File: src/rtl/rst_seq_gen.sv
// Power-on / software reset sequencer: holds NUM_CH reset outputs low, then releases them one by one.
// Optional sticky reset-cause capture is built only when RST_SEQ_GEN_CAUSE_EN is defined.
module rst_seq_gen #(
    parameter int NUM_CH         = 3,
    parameter int CTR_WIDTH      = 8,
    parameter int RESET_CYCLES   = 200,
    parameter int STAGGER_CYCLES = 16
) (
    input  logic              clk,
    input  logic              reset_n,
    input  logic              sys_reset,
    input  logic              wdt_reset,
    input  logic              cause_clear,
    output logic [NUM_CH-1:0] rst_n,
    output logic              busy,
    output logic [1:0]        reset_cause
);

    typedef enum logic [1:0] {
        ST_ASSERT,
        ST_STAGGER,
        ST_RUN
    } state_t;

    localparam logic [CTR_WIDTH-1:0] RESET_LAST   = CTR_WIDTH'(RESET_CYCLES - 1);
    localparam logic [CTR_WIDTH-1:0] STAGGER_LAST = CTR_WIDTH'(STAGGER_CYCLES - 1);

    state_t                state_q, state_d;
    logic [CTR_WIDTH-1:0]  cnt_q,   cnt_d;
    logic [NUM_CH-1:0]     rst_n_q, rst_n_d;
    logic                  sys_q,   sys_d;
    logic                  wdt_q,   wdt_d;
    logic                  req_reg;

    assign req_reg = sys_q | wdt_q;

    always_comb begin
        // NOTE: every signal gets a default before any branch, so no path can leave one unassigned and infer a latch.
        state_d = state_q;
        cnt_d   = cnt_q;
        rst_n_d = rst_n_q;
        sys_d   = sys_reset;
        wdt_d   = wdt_reset;

        if (req_reg) begin
            // A request discards any partial release and restarts from the top.
            state_d = ST_ASSERT;
            cnt_d   = '0;
            rst_n_d = '0;
        end else begin
            unique case (state_q)
                ST_ASSERT: begin
                    rst_n_d = '0;
                    if (cnt_q == RESET_LAST) begin
                        cnt_d      = '0;
                        rst_n_d[0] = 1'b1;
                        state_d    = (NUM_CH == 1) ? ST_RUN : ST_STAGGER;
                    end else begin
                        cnt_d = cnt_q + 1'b1;
                    end
                end
                ST_STAGGER: begin
                    if (cnt_q == STAGGER_LAST) begin
                        cnt_d      = '0;
                        // Shift the released region up by one channel.
                        rst_n_d[0] = 1'b1;
                        for (int k = 1; k < NUM_CH; k++) begin
                            rst_n_d[k] = rst_n_q[k-1];
                        end
                        if (&rst_n_d) begin
                            state_d = ST_RUN;
                        end
                    end else begin
                        cnt_d = cnt_q + 1'b1;
                    end
                end
                ST_RUN: begin
                    rst_n_d = '1;
                end
                default: begin
                    state_d = ST_ASSERT;
                    cnt_d   = '0;
                    rst_n_d = '0;
                end
            endcase
        end
    end

    // NOTE: sequential state uses non-blocking assignments so every flop samples pre-edge values.
    always_ff @(posedge clk or negedge reset_n) begin
        if (!reset_n) begin
            state_q <= ST_ASSERT;
            cnt_q   <= '0;
            rst_n_q <= '0;
            sys_q   <= 1'b0;
            wdt_q   <= 1'b0;
        end else begin
            state_q <= state_d;
            cnt_q   <= cnt_d;
            rst_n_q <= rst_n_d;
            sys_q   <= sys_d;
            wdt_q   <= wdt_d;
        end
    end

    assign rst_n = rst_n_q;
    assign busy  = (state_q != ST_RUN);

`ifdef RST_SEQ_GEN_CAUSE_EN
    logic [1:0] cause_q, cause_d;

    // Set terms are OR-ed in after the clear, so a set wins in the same cycle.
    always_comb begin
        cause_d = (cause_q & ~{2{cause_clear}}) | {wdt_q, sys_q};
    end

    always_ff @(posedge clk or negedge reset_n) begin
        if (!reset_n) begin
            cause_q <= 2'b00;
        end else begin
            cause_q <= cause_d;
        end
    end

    assign reset_cause = cause_q;
`else
    logic unused_cause_clear;

    assign unused_cause_clear = cause_clear;
    assign reset_cause        = 2'b00;
`endif

endmodule

File: config.mk
export PLATFORM = sky130hd
export DESIGN_NAME = rst_seq_gen
export DESIGN_NICKNAME = d
export VERILOG_FILES = /design/src/rtl/rst_seq_gen.sv
export SDC_FILE = /design/constraint.sdc
export NUM_CORES = 1
export LEC_CHECK = 0
export BUFFER_PORTS_ARGS = -buffer_cell sky130_fd_sc_hd__buf_2
export CAP_MARGIN = 20
export CORE_MARGIN = 2
export CORE_UTILIZATION = 44
export DETAILED_ROUTE_END_ITERATION = 16
export GPL_TIMING_DRIVEN = 0
export PLACE_DENSITY = 0.68
export SYNTH_ARGS = -nofsm -noshare
export SYNTH_HDL_FRONTEND = slang
export SYNTH_SLANG_ARGS = --single-unit
File: constraint.sdc
create_clock -name clk -period 3.37 [get_ports clk]
set_clock_uncertainty 0.2 [all_clocks]
set_input_delay 0.1685 -clock clk [delete_from_list [all_inputs] [get_ports clk]]
set_output_delay 0.1685 -clock clk [all_outputs]
set_load 0.05 [all_outputs]
==> run_results.csv, run 1 <==
group,metric,value,unit
clock_network,clk_latency,0.29,ns
timing,fmax,423,MHz
clock_network,cts_setup_buffers,0,
routing,drt-total-wl,1.71,mm
clock_network,htree_num_levels,1,
timing,tns,0,ns
place,dpl_cell_area,963,sq um
floorplan,chipHeight,49.0,um
clock_network,root_buffer,"clkbuf_4",
power,vdd_drop_max,0.229,mV
routing,num_vias,738,
timing,drv_slew,0,
routing,route.detailed.drc,0,
floorplan,die_width,49.0,um
routing,vias_per_cell,5.31,
outcome,outcome,"complete, no violations",
hold_path,hold_path_class,"in2async",
logic_synthesis,synthArstFlopShare,100,%
routing,ant_nets,0,
worst_setup_path,endpoint_kind,"flip-flop",
timing,hold_viol,0,
timing,worstMarginPinSlew,0.511,ns
power,leakage,0.000441,uW
routing,drtIter0Drc,12,
floorplan,start_util,45.9,%
logic_synthesis,ys_types,33,
clock_network,clk_pin_slew_worst_paths,0.09,ns
finish,utilization,52.5,%
timing,period_share,70.2,%
clock_network,cts_buffer_depth,2,
place,dpl.hpwl,1.29,mm
logic_synthesis,synth_common_cells,"dfrtp_1 (15), nand2_1 (10), nor2_1 (8)",
finish,drive_gt1_share,14.3,%
timing,setup_viol,0,
grt,grt_usage,16.7,%
logic_synthesis,synth_top_area_share,42.1,%
floorplan,num_rows,16,
logic_synthesis,syn-cell-area,891,sq um
place,pre_cts_ws,1.06,ns
power,p_seq_share,51.1,%
grt,grt_pass1_vias,703,
logic_synthesis,synthesis.instances,97,
worst_setup_path,path_class,"reg2reg",
floorplan,fp.dieArea,0.00240,sq mm
worst_setup_path,crit_required,3.33,ns
finish,diodes,0,
timing,rsz0062_at_grt,"false",
worst_setup_path,rrSetupSlack,1.00,ns
logic_synthesis,synthTopCellsByArea,"dfrtp_1 (42%), ha_1 (8.4%), nand2_1 (4.2%)",
timing,period_minus_slack,2.37,ns
floorplan,coreArea,0.00194,sq mm
grt,antenna_found_initial,0,
logic_synthesis,ys.flop_type,"dfrtp_1",
logic_synthesis,syn_area_per_cell,9.18,sq um
logic_synthesis,ys_warn_count,0,
power,power.switching,126,uW
grt,grt_pass1_wl,3.04,mm
power,p_sw_share,31.9,%
floorplan,num_io_pins,11,
job,maxCapViolations,0,
logic_synthesis,yosysSeqAreaShare,42.1,%
power,pwr-share-clk,26.6,%
routing,first_pass_iters,4,
power,p_per_area,388,mW/mm^2
logic_synthesis,synth_seq_cells,15,
timing,fin_ws,1.00,ns
power,comb_power_share,22.3,%
timing,relSlewSlack,65.6,%
clock_network,cts_buffers,3,
logic_synthesis,yosysTopAreaCell,"dfrtp_1",
clock_network,clock-sinks,15,
clock_network,tritoncts,"done",
worst_setup_path,crit_fanout,7,
worst_setup_path,arrival,2.32,ns
grt,grt-ovfl-total,0,
finish,nNetsFinal,124,
worst_setup_path,start_kind,"flip-flop",
finish,syn2layout_area_growth,14.5,%
place,gp_congestion,0.783,
finish,design_area,0.00102,sq mm
power,power.internal,270,uW
grt,grt_start_max_net_pins,16,
routing,routedWlPerCell,12.3,um
place,port_buffers,7,
logic_synthesis,synth-edff-count,0,
logic_synthesis,synth_most_common_cell,"dfrtp_1",
## repair_timing
item / CTS / global route
hold buffers: 3 / 0
hold endpoints to repair: 17 / 0
resized for setup: 0 / 0
## power groups by stage
stage	registers (uW)	clock network, uW	logic [uW]
global route	205	120	100
CTS	202	109	88.8
global placement	205	0	84.2
floorplan	212	0	58.4
detailed placement	206	0	85.7
finish	202	105	88.4
## final cells by class
| type | count | area (sq um) |
|---|---|---|
| Clock buffer | 4 | 26.3 |
| Sequential cell | 15 | 375 |
| Multi-Input combinational cell | 72 | 470 |
| Timing Repair Buffer | 10 | 65.1 |
| Inverter | 7 | 26.3 |
| Fill cell | 188 | 922 |
| Buffer | 4 | 22.5 |
| Tap cell | 27 | 33.8 |
## cells in the final DEF, fill, tap and decap left out, drive strengths merged, types with 4 or more instances in the layout
master,instances
dfrtp,15
nand2,10
buf,9
nor2,8
inv,7
ha,6
clkbuf,6
o211ai,5
o21ai,4
a21oi,4
## worst paths after layout
| path | start | cells after the start | to |
|---|---|---|---|
| max | state_q[1] | 6 | cnt_q[5] |
| min | reset_n | 2 | rst_n[0] |
| max reg2reg | state_q[1] | 6 | cnt_q[5] |
| min reg2reg | cnt_q[1] | 2 | cnt_q[1] |
| max in group asynchronous | reset_n | 2 | cnt_q[1] |
| min in group clk | sys_reset | 2 | sys_q |
## stage by stage
step           total power [uW]  hold WS, ns  instances
2_1_floorplan               270       -0.327         98
3_3_place_gp                289       -0.113        132
3_5_place_dp                292       -0.108        132
4_1_cts                     400        0.112        139
5_1_grt                     425        0.122        139
6_report                    396       0.0937        139
## logic make-up (layout without fill, tap and decap cells)
kind of cell | count (synthesis) | after routing | share of synthesized area (%)
adder cells (fa/ha/maj) | 6 | 6 | 8.43
AND/OR/NAND/NOR | 38 | 38 | 22.3
flip-flops | 15 | 15 | 42.1
XOR/XNOR | 3 | 3 | 2.95
other | 1 | 2 | 0.421
AO/OA/AOI/OAI | 22 | 22 | 17.1
multiplexers | 1 | 1 | 1.12
buffers and inverters | 11 | 25 | 5.48
## per-layer routing
layer | share of wire, % | vias to the layer above | GRT usage (%)
met4 | 1.6 | 0 | 5.71
met2 | 46 | 11 | 27.6
met3 | 3.2 | 4 | 4.91
li1 | - | 373 | -
met1 | 49 | 350 | 20.8
met5 | 0 | - | 0
## flip-flops by register name, summed over array words and instances (netlist names)
name / count
rst_n: 3
state_q: 2
sys_q: 1
wdt_q: 1
cnt_q: 8
## critical path, stage by stage (launching register included)
cell,delay (ns)
dfrtp_1,0.46
inv_1,0.12
ha_1,0.25
or2_2,0.34
a32o_2,0.32
o21ai_0,0.38
o211ai_1,0.16
Note: power is estimated with default switching activity, not from simulation.
==> run 2, diff against run 1 <==
clock period = 2.2 ns   (was 3.37 ns; I/O delays follow)
==> run_results.csv, run 2 (synthesized netlist as in run 1, its figures left out) <==
group,metric,value,unit
timing,hold_viol,0,
timing,period_share,96.2,%
grt,grt_pass1_wl,3.09,mm
grt,grt-ovfl-total,0,
routing,num_vias,760,
routing,dr_wl_met3,85,um
place,gp_congestion,0.783,
floorplan,chipHeight,49.0,um
power,leakage,0.000468,uW
timing,relSlewSlack,65.2,%
worst_setup_path,endpoint_kind,"flip-flop",
routing,first_pass_iters,5,
timing,drv_slew,0,
timing,worstMarginPinSlew,0.516,ns
worst_setup_path,start_kind,"flip-flop",
grt,antenna_found_initial,0,
timing,setup_viol,0,
clock_network,root_buffer,"clkbuf_4",
place,dpl.hpwl,1.29,mm
finish,fin_cells,143,
power,power.switching,196,uW
grt,grt_usage,17.0,%
floorplan,start_util,45.9,%
finish,nNetsFinal,128,
timing,period_minus_slack,2.12,ns
floorplan,num_rows,16,
finish,drive_gt1_share,21.6,%
clock_network,clk_latency,0.28,ns
clock_network,clk_pin_slew_worst_paths,0.09,ns
routing,routedWlPerCell,12.2,um
worst_setup_path,crit_fanout,7,
hold_path,hold_path_class,"in2async",
place,port_buffers,7,
power,p_per_area,583,mW/mm^2
finish,syn2layout_area_growth,19.7,%
floorplan,num_io_pins,11,
routing,wl_met2,814,um
worst_setup_path,arrival,2.09,ns
job,maxCapViolations,0,
clock_network,htree_num_levels,1,
power,p_seq_share,50.1,%
finish,layout_commonest_cell,"dfrtp_1",
finish,utilization,54.9,%
power,pwr-share-clk,25.5,%
routing,drt-total-wl,1.74,mm
power,p_sw_share,31.5,%
power,vdd_drop_max,0.353,mV
clock_network,clock-sinks,15,
routing,vias_per_cell,5.31,
routing,route.detailed.drc,0,
grt,grt_start_max_net_pins,16,
routing,drtIter0Drc,13,
finish,final_cell_mix,"dfrtp_1 (15), nand2_1 (10), nor2_1 (8)",
clock_network,cts_buffers,3,
power,power.internal,426,uW
finish,top_register,"cnt_q",
routing,ant_nets,0,
floorplan,coreArea,0.00194,sq mm
routing,maxUsedRoutingLayer,"met4",
worst_setup_path,crit_required,2.18,ns
grt,grt_pass1_vias,711,
floorplan,fp.dieArea,0.00240,sq mm
floorplan,die_width,49.0,um
finish,fillCellCount,177,
finish,largest_reg_flops,8,
finish,diodes,0,
timing,fmax,473,MHz
routing,met1_length,818,um
clock_network,cts_buffer_depth,2,
outcome,outcome,"complete, no violations",
worst_setup_path,path_class,"reg2reg",
clock_network,tritoncts,"done",
power,comb_power_share,24.4,%
place,dp_cells,132,
[run 2: path summary, 6_finish.rpt]
check	depth (start not counted)	from	to	slack (ns)
max	6	state_q[0]	state_q[1]	0.08
min	2	reset_n	rst_n[0]	0.04
max reg2reg	6	state_q[0]	state_q[1]	0.08
min reg2reg	2	cnt_q[1]	cnt_q[1]	0.32
max in group asynchronous	2	reset_n	cnt_q[1]	1.51
min in group clk	2	sys_reset	sys_q	0.26
[run 2: per-layer routing]
| metal | GRT usage, % | vias to the layer above |
|---|---|---|
| met5 | 0 | - |
| met4 | 5.71 | 0 |
| met3 | 4.91 | 4 |
| met2 | 27.9 | 16 |
| met1 | 21.4 | 358 |
| li1 | - | 382 |
[run 2: what timing repair did]
action                                 4_1_cts  5_1_grt
cloned                                       0        0
pin swaps                                    0        1
endpoints found under the hold margin       17        0
buffers inserted                             1        3
gates resized for setup                      1        7
hold buffers                                 3        0
setup endpoints to repair                    9        9
[run 2: area by class of cell]
type                    count  area (sq um)  area share (%)
plain buffers               4          23.8            2.23
clock buffers               4          26.3            2.46
inverters                   7          26.3            2.46
multi-input cells          72           485            45.5
flip-flops and latches     15           375            35.2
well taps                  27          33.8            3.17
repair buffers             14          95.1            8.92
[run 2: critical path, cell delays in order (launching register included)]
cell	delay (ns)
dfrtp_1	0.42
inv_2	0.08
ha_1	0.22
or2_4	0.24
a32o_2	0.32
or3_1	0.32
o22a_1	0.21
[run 2: per-stage QoR]
step           instance area [sq um]  total power [uW]  hold slack [ns]   TNS [ns]  worst slack [ns]
2_1_floorplan                    895               414           -0.386          0            0.0906
3_3_place_gp                     963               443           -0.172     -0.298           -0.0543
3_5_place_dp                     963               447           -0.167     -0.614            -0.106
4_1_cts                         1030               613           0.0535          0            0.0134
5_1_grt                         1070               669           0.0638  -0.000239         -0.000239
6_report                        1070               621           0.0416          0            0.0841
[run 2: power groups by stage]
stage	Sequential, uW	Clock (uW)	Combinational, uW
detailed placement	316	0	131
floorplan	325	0	89.5
CTS	310	166	137
global placement	314	0	129
finish	311	159	152
global route	314	184	170
==> run 3, diff against run 2 <==
PLACE_DENSITY = unset   (was 0.68)
PLACE_DENSITY_LB_ADDON = 0.3   (was unset)
clock period = 2.4 ns   (was 2.2 ns; I/O delays follow)
==> run_results.csv, run 3 (synthesized netlist as in run 1, its figures left out) <==
group,metric,value,unit
finish,drive_gt1_share,16.1,%
clock_network,root_buffer,"clkbuf_4",
grt,groute.layer.met2.usage,27.2,%
timing,fmax,440,MHz
timing,worstMarginPinSlew,0.493,ns
worst_setup_path,worstReg2RegEnd,"state_q[1]",
worst_setup_path,arrival,2.25,ns
floorplan,num_io_pins,11,
floorplan,coreArea,0.00194,sq mm
grt,top_usage_layer,"met2",
worst_setup_path,crit_fanout,7,
finish,syn2layout_area_growth,15.2,%
floorplan,die_width,49.0,um
power,vdd_drop_max,0.293,mV
clock_network,clk_pin_slew_worst_paths,0.09,ns
grt,grt_start_max_net_pins,16,
floorplan,fp.dieArea,0.00240,sq mm
clock_network,clock-sinks,15,
finish,layout_commonest_cell,"dfrtp_1",
routing,ant_nets,0,
power,finalPower,559,uW
timing,drv_slew,0,
clock_network,clk_latency,0.29,ns
timing,period_minus_slack,2.28,ns
hold_path,hold_path_class,"in2async",
timing,tns,0,ns
clock_network,cts_buffers,3,
place,dpl_cell_area,963,sq um
grt,antenna_found_initial,0,
finish,design_area,0.00103,sq mm
clock_network,htree_num_levels,1,
timing,rsz0062_at_grt,"false",
outcome,outcome,"complete, no violations",
finish,largest_reg_flops,8,
worst_setup_path,reg2reg_from,"state_q[1]",
worst_setup_path,reg2regPathDepth,6,
routing,num_vias,739,
floorplan,chipHeight,49.0,um
timing,setup_viol,0,
place,gp_congestion,0.821,
routing,drt-total-wl,1.74,mm
timing,period_share,94.8,%
power,leakage,0.000441,uW
routing,drtIter0Drc,19,
worst_setup_path,path_class,"reg2reg",
worst_setup_path,start_kind,"flip-flop",
grt,met1_usage,18.5,%
clock_network,cts_setup_buffers,0,
grt,grt_usage,15.8,%
finish,final_cell_mix,"dfrtp_1 (14), nand2_1 (10), nor2_1 (8)",
timing,relSlewSlack,66.8,%
place,dpl.hpwl,1.31,mm
routing,routedWlPerCell,12.5,um
floorplan,num_rows,16,
clock_network,cts_buffer_depth,2,
grt,grt_use_met3,3.99,%
finish,diodes,0,
routing,first_pass_iters,4,
timing,hold_viol,0,
worst_setup_path,endpoint_kind,"flip-flop",
worst_setup_path,crit_required,2.38,ns
finish,top_register,"cnt_q",
grt,grt_pass1_vias,714,
worst_setup_path,rrSetupSlack,0.12,ns
clock_network,tritoncts,"done",
place,port_buffers,7,
grt,grt-ovfl-total,0,
job,maxCapViolations,0,
routing,route.detailed.drc,0,
finish,nNetsFinal,124,
grt,grt_pass1_wl,2.93,mm
routing,vias_per_cell,5.32,
floorplan,start_util,45.9,%
power,p_per_area,545,mW/mm^2
-- run 3: metal layers --
layer,vias to the layer above,wire length [um]
li1,373,-
met1,345,790
met2,17,852
met3,4,62
met4,0,29
met5,-,0
-- run 3: cell type report --
type                       instances  area (sq um)
buffer                             4          22.5
clock buffer                       4          26.3
fill                             191           916
inverter                           7          26.3
multi-input combinational         72           475
sequential                        15           377
tap                               27          33.8
timing repair buffer              10          65.1
-- run 3: how the worst max path moves through the flow --
stage / from / endpoint / slack, ns
after CTS: state_q[1] / cnt_q[5] / 0.02
after global placement: state_q[1] / state_q[1] / 0.15
after global routing: state_q[1] / state_q[1] / 0.04
after floorplan: state_q[1] / state_q[1] / 0.29
after detailed placement: state_q[1] / cnt_q[7] / 0.04
final: state_q[1] / state_q[1] / 0.12
-- run 3: where the power goes --
| group | total (uW) | switching, uW | internal [uW] |
|---|---|---|---|
| sequential | 284 | 15.0 | 269 |
| clock | 147 | 82.8 | 64.6 |
| combinational | 128 | 81.7 | 46.1 |
-- run 3: worst max-delay path: stages (launching register included) --
cell and delay [ns]:
dfrtp_2 0.43, inv_1 0.10, ha_1 0.24, or2_2 0.34
a32o_2 0.33, or3_1 0.33, o22a_1 0.21
-- run 3: metrics by stage --
stage,hold slack (ns),cells,util (%),worst slack (ns)
after global routing,0.0789,139,52.8,0.0392
after global placement,-0.161,132,49.6,0.149
final,0.0508,139,52.8,0.125
after CTS,0.0662,139,52.5,0.0175
after floorplan,-0.376,98,-,0.291
after detailed placement,-0.162,132,49.6,0.0398
-- run 3: timing repair --
item,CTS,global route
endpoints found under the setup margin,0,9
hold endpoints to repair,17,0
hold buffers,3,0
gates resized for setup,0,3
